===== config.mk =====
export PLATFORM = sky130hd
export DESIGN_NAME = logic_pipe
export DESIGN_NICKNAME = d
export VERILOG_FILES = /design/src/rtl/logic_pipe.sv
export SDC_FILE = /design/constraint.sdc
export NUM_CORES = 1
export LEC_CHECK = 0
export BUFFER_PORTS_ARGS = -buffer_cell sky130_fd_sc_hd__buf_2
export CORE_MARGIN = 2
export CORE_UTILIZATION = 48
export DETAILED_ROUTE_END_ITERATION = 8
export PLACE_DENSITY_LB_ADDON = 0.2
export SLEW_MARGIN = 40
export SYNTH_ARGS = -nofsm -noshare
export SYNTH_HDL_FRONTEND = slang
export SYNTH_SLANG_ARGS = --single-unit

===== constraint.sdc =====
create_clock -name clk -period 1.66 [get_ports clk]
set_input_delay 0.083 -clock clk [delete_from_list [all_inputs] [get_ports clk]]
set_output_delay 0.083 -clock clk [all_outputs]
set_load 0.02 [all_outputs]

===== src/rtl/logic_pipe.sv =====
// Elastic DEPTH-stage pipeline carrying a selectable bitwise op of two operands,
// with valid/ready backpressure, bubble collapsing, 1-cycle bypass, flush and occupancy count.
module logic_pipe #(
   parameter  int WIDTH = 8,
   parameter  int DEPTH = 2,
   localparam int CW    = $clog2(DEPTH + 1)
) (
   input  logic             clk,
   input  logic             rst,
   input  logic             flush,
   input  logic             in_valid,
   output logic             in_ready,
   input  logic [WIDTH-1:0] a,
   input  logic [WIDTH-1:0] b,
   input  logic [1:0]       op,
   input  logic             mode,
   output logic             out_valid,
   input  logic             out_ready,
   output logic [WIDTH-1:0] q,
   output logic [CW-1:0]    count
);

   logic [DEPTH-1:0] r_valid;
   logic [WIDTH-1:0] r_data [DEPTH];
   logic [CW-1:0]    r_count;
   logic             r_mode;

   logic [WIDTH-1:0] w_result;
   logic             w_pop;
   logic             w_acc;
   logic             w_go;
   logic [DEPTH-1:0] w_adv;
   logic [DEPTH-1:0] w_shift_in;
   logic [DEPTH-1:0] w_load_in;
   logic [DEPTH-1:0] w_valid_nxt;
   logic [WIDTH-1:0] w_prev [DEPTH];

   always_comb begin
      case (op)
         2'b00:   w_result = a | b;
         2'b01:   w_result = a & b;
         2'b10:   w_result = a ^ b;
         default: w_result = a;
      endcase
   end

   // A stage advances when it holds a beat and its successor is empty or advancing;
   // the chain is resolved from the output end backwards.
   always_comb begin
      // NOTE: every always_comb output gets a default first so no path can infer a latch.
      w_pop          = r_valid[DEPTH-1] & out_ready;
      w_go           = w_pop;
      w_adv          = '0;
      w_adv[DEPTH-1] = w_pop;
      for (int i = DEPTH - 2; i >= 0; i--) begin
         w_go     = r_valid[i] & (~r_valid[i+1] | w_go);
         w_adv[i] = w_go;
      end
   end

   always_comb begin
      in_ready    = 1'b0;
      w_load_in   = '0;
      w_shift_in  = '0;
      w_valid_nxt = '0;
      w_prev      = '{default: '0};

      if (!rst && !flush) begin
         if (r_mode) in_ready = ~r_valid[DEPTH-1] | w_pop;
         else        in_ready = ~r_valid[0] | w_adv[0];
      end
      w_acc = in_valid & in_ready;

      // Full mode enters at stage 0, bypass enters at the last stage (same stage when DEPTH=1).
      for (int i = 0; i < DEPTH; i++) begin
         w_load_in[i] = w_acc & (((i == 0) && !r_mode) || ((i == DEPTH - 1) && r_mode));
      end

      w_prev[0] = w_result;
      for (int i = 1; i < DEPTH; i++) begin
         w_shift_in[i] = w_adv[i-1];
         w_prev[i]     = w_load_in[i] ? w_result : r_data[i-1];
      end

      for (int i = 0; i < DEPTH; i++) begin
         w_valid_nxt[i] = (r_valid[i] & ~w_adv[i]) | w_shift_in[i] | w_load_in[i];
      end
   end

   always_ff @(posedge clk) begin
      if (rst) begin
         // NOTE: the data stages are reset too, because q=0 after reset is part of the contract.
         r_valid <= '0;
         for (int i = 0; i < DEPTH; i++) r_data[i] <= '0;
         r_count <= '0;
         r_mode  <= 1'b0;
      end else begin
         // NOTE: sequential state uses non-blocking assignment so every stage samples pre-edge values.
         r_valid <= flush ? '0 : w_valid_nxt;

         // Flush clears occupancy only; data and q keep their last contents.
         if (!flush) begin
            for (int i = 0; i < DEPTH; i++) begin
               if (w_load_in[i] | w_shift_in[i]) r_data[i] <= w_prev[i];
            end
         end

         if (flush)               r_count <= '0;
         else if (w_acc & ~w_pop) r_count <= r_count + CW'(1);
         else if (~w_acc & w_pop) r_count <= r_count - CW'(1);

         // Mode only switches on an empty, idle pipe so beats always leave in acceptance order.
         if ((r_count == '0) && !w_acc) r_mode <= mode;
      end
   end

   assign q         = r_data[DEPTH-1];
   assign out_valid = r_valid[DEPTH-1];
   assign count     = r_count;

endmodule


==> impl_summary.log <==
INFO  metric start_util = 49.8%
INFO  metric cts.root.buffer_cell = sky130_fd_sc_hd__clkbuf_4
INFO  metric drv.max_cap_violation_count = 0
INFO  metric vdd.ir_drop.worst = 215 uV
INFO  metric hold_violations = 0
INFO  metric drive_above_1_share = 39.9%
INFO  metric grtUsageMet3 = 1.95%
INFO  metric synth.yosys.seq_area_share = 38.8%
INFO  metric timing.critical_path.max_delay_family = simple AND/OR/NAND/NOR gates
INFO  metric final_net_count = 205
INFO  metric synth_seq_cells = 21
INFO  metric floorplan.die.width = 59.8 um
INFO  metric clkSinkCount = 21
INFO  metric ys.flop_type = sky130_fd_sc_hd__edfxtp_1
INFO  metric global_route_wire_length_before_repair = 3700 um
INFO  metric final-seq-area = 587 um^2
INFO  metric placed_wire_length_estimate_after_detailed_placement = 1950 um
INFO  metric place.port_buffers = 35
INFO  metric synthDominantAreaCellType = sky130_fd_sc_hd__edfxtp_1
INFO  metric yosys.area.top_type_share = 32.1%
INFO  metric synth-warning-count = 0
INFO  metric clk_pin_slew_worst_paths = 110 ps
INFO  metric synth-edff-count = 16
INFO  metric finalSetupViolations = 0
INFO  metric max_freq = 0.610 GHz
INFO  metric timing.critical_path.slowest_cell_delay = 370 ps
INFO  metric ant_nets = 0
INFO  metric ys_top_cells_by_count = sky130_fd_sc_hd__inv_1 (26), sky130_fd_sc_hd__ha_1 (17), sky130_fd_sc_hd__edfxtp_1 (16)
INFO  metric holdCritPathClass = input port to flop
INFO  metric first_iter_violations = 14
INFO  metric first_drt_pass_iteration_count = 4
INFO  metric design_power_total = 1110 uW
INFO  metric finalCriticalPeriod = 1640 ps
INFO  metric floorplan.die_area = 3580 um^2
INFO  metric avgRoutedWirePerCell = 12.2 um
INFO  metric yosysMostFrequentCell = sky130_fd_sc_hd__inv_1
INFO  metric synth_top_cells_by_area = sky130_fd_sc_hd__edfxtp_1 (32%), sky130_fd_sc_hd__ha_1 (14%), sky130_fd_sc_hd__mux4_2 (12%)
INFO  metric cp.arrival = 1890 ps
INFO  metric timing.critical_path.from_type = flop
INFO  metric finalWirelength = 2390 um
INFO  metric critical_path.slowest_cell = sky130_fd_sc_hd__dfxtp_4
INFO  metric grtUsageTotal = 13.9%
INFO  metric critPathBufInv = 0
INFO  metric critPathMaxFanout = 3
INFO  metric grt_setup_unrepaired = true
INFO  metric drc = 0
INFO  metric static-leakage-power = 0.000816 uW
INFO  metric critPathCaptureType = flop
INFO  metric worst_skew_pair.late_latency = 310 ps
INFO  metric gr-max-usage-layer = met2
INFO  metric filler_cell_count = 262
INFO  metric layout.core_utilization = 57.8%
INFO  metric async_reset_ff_share = 0%
INFO  metric clk_path_buf_depth = 2
INFO  metric routability_congestion_estimate_from_global_placement = 0.757
INFO  metric accumulated_negative_setup_slack = 0 ps
INFO  metric via_per_inst = 5.26
INFO  metric ioPinCount = 36
INFO  metric gr_layer_usage_met2 = 23.6%
INFO  metric ys_types = 29
INFO  metric initial_antenna_violation_count = 0
INFO  metric power.density = 639 nW/um^2
INFO  metric area_growth_syn_to_layout = 16.2%
INFO  metric cts-htree-levels = 1
INFO  metric netlist_instances = 129
INFO  metric final_max_slew_viol_count = 0
INFO  metric result_of_the_run = complete, no violations
INFO  metric final.setup_skew = 9.57 ps
INFO  metric multi_input_comb_area = 757 um^2
INFO  metric worst-endpoint-required = 1910 ps
INFO  metric coreArea = 3000 um^2
INFO  metric antennaDiodeCount = 0
INFO  metric period_share = 98.8%
INFO  metric postSynthNetCount = 170
INFO  metric grt.met1_usage = 16.1%
INFO  metric grt_max_degree = 12
INFO  metric max_slew_margin = 69.2%
INFO  metric path_class = flop to flop
INFO  metric vias = 1030
INFO  metric post_synth.cell_area_avg = 11.6 um^2
INFO  metric clock_tree_from_tritoncts = built
INFO  metric cts_hold_repair.buffers = 0
INFO  metric first_global_vias = 911
INFO  metric cts_made_buffers = 3
INFO  metric syn-cell-area = 1500 um^2
INFO  metric standard_cell_row_count = 20
INFO  metric worstPathCellList = or2_4, a21oi_4, and2_4, ha_4, xor2_1, or3_1, a21oi_1
INFO  metric worst_tran_pin_value = 458 ps
INFO  metric fp.dieH = 59.8 um
INFO  metric grt_overflow = 0
## registers in the layout, indices dropped and copies added (netlist names)
signal and cells:
count 2, r_data 16, r_valid 2, r_mode 1
## cells in the final DEF, fill, tap and decap left out, types with 2 or more instances in the layout
| cell type | instances |
|---|---|
| sky130_fd_sc_hd__edfxtp_1 | 16 |
| sky130_fd_sc_hd__ha_1 | 16 |
| sky130_fd_sc_hd__buf_2 | 35 |
| sky130_fd_sc_hd__nor2b_1 | 8 |
| sky130_fd_sc_hd__xor2_1 | 2 |
| sky130_fd_sc_hd__nand2_1 | 6 |
| sky130_fd_sc_hd__mux4_2 | 8 |
| sky130_fd_sc_hd__clkbuf_4 | 3 |
| sky130_fd_sc_hd__dfxtp_1 | 2 |
| sky130_fd_sc_hd__inv_1 | 26 |
| sky130_fd_sc_hd__a22o_1 | 8 |
| sky130_fd_sc_hd__dfxtp_2 | 2 |
| sky130_fd_sc_hd__buf_4 | 7 |
| sky130_fd_sc_hd__a21oi_1 | 4 |
## worst reg2reg max path: cells and delay by family, from the launching register on
family,cells,cell delay [ps]
simple gates,3,760
fa+ha+maj,1,120
xor+xnor,1,70
flops,1,370
compound gates,2,270
## through the flow
stage / hold slack, ps / area, um^2 / cells / worst slack (ps)
floorplan: 225 / 1510 / 129 / -78.9
global placement: 333 / 1670 / 188 / 95.0
detailed placement: 345 / 1670 / 188 / 32.3
CTS: 4.56 / 1690 / 192 / 4.88
global route: 15.5 / 1740 / 196 / -25.4
finish: 2.20 / 1740 / 196 / 20.1
## metal layers
metal	up-vias	part of all wire, %
li1	506	-
met1	480	42
met2	37	50
met3	7	4.4
met4	0	3.1
met5	-	0
## power breakdown
part | internal (uW) | switching [uW]
logic | 123 | 132
registers | 600 | 11.6
clock network | 93.8 | 150
## logic make-up after synthesis
kind of cell               share of synthesized area [%]
buffers and inverters                               12.3
and+or+nand+nor                                     9.96
DFF                                                 38.8
AOI/OAI and AO/OA                                   10.8
adders and majority gates                           14.2
muxes                                               12.7
xor gates and xnor gates                            1.17
## repair_timing
item / in CTS / in global routing
setup endpoints to repair: 0 / 7
buffers inserted: 0 / 4
resized for setup: 0 / 4
## path summary, 6_finish.rpt
| check | start | end | slack (ps) | depth (start not counted) |
|---|---|---|---|---|
| max | r_valid[0]$_SDFF_PP0_ | count[1]$_SDFFE_PP0P_ | 20 | 7 |
| min | mode | r_mode$_SDFFE_PP0P_ | 2 | 3 |
| max reg2reg | r_valid[0]$_SDFF_PP0_ | count[1]$_SDFFE_PP0P_ | 20 | 7 |
| min reg2reg | r_valid[1]$_SDFF_PP0_ | r_valid[1]$_SDFF_PP0_ | 490 | 2 |
## area by class of cell
cell class,instances,share of cell area (%)
Clock buffer,4,1.51
Multi-Input combinational cell,70,43.6
Timing Repair Buffer,42,13.1
Inverter,26,5.62
Sequential cell,21,33.8
Tap cell,33,2.38
No activity file was read; power rests on OpenSTA's default activity.
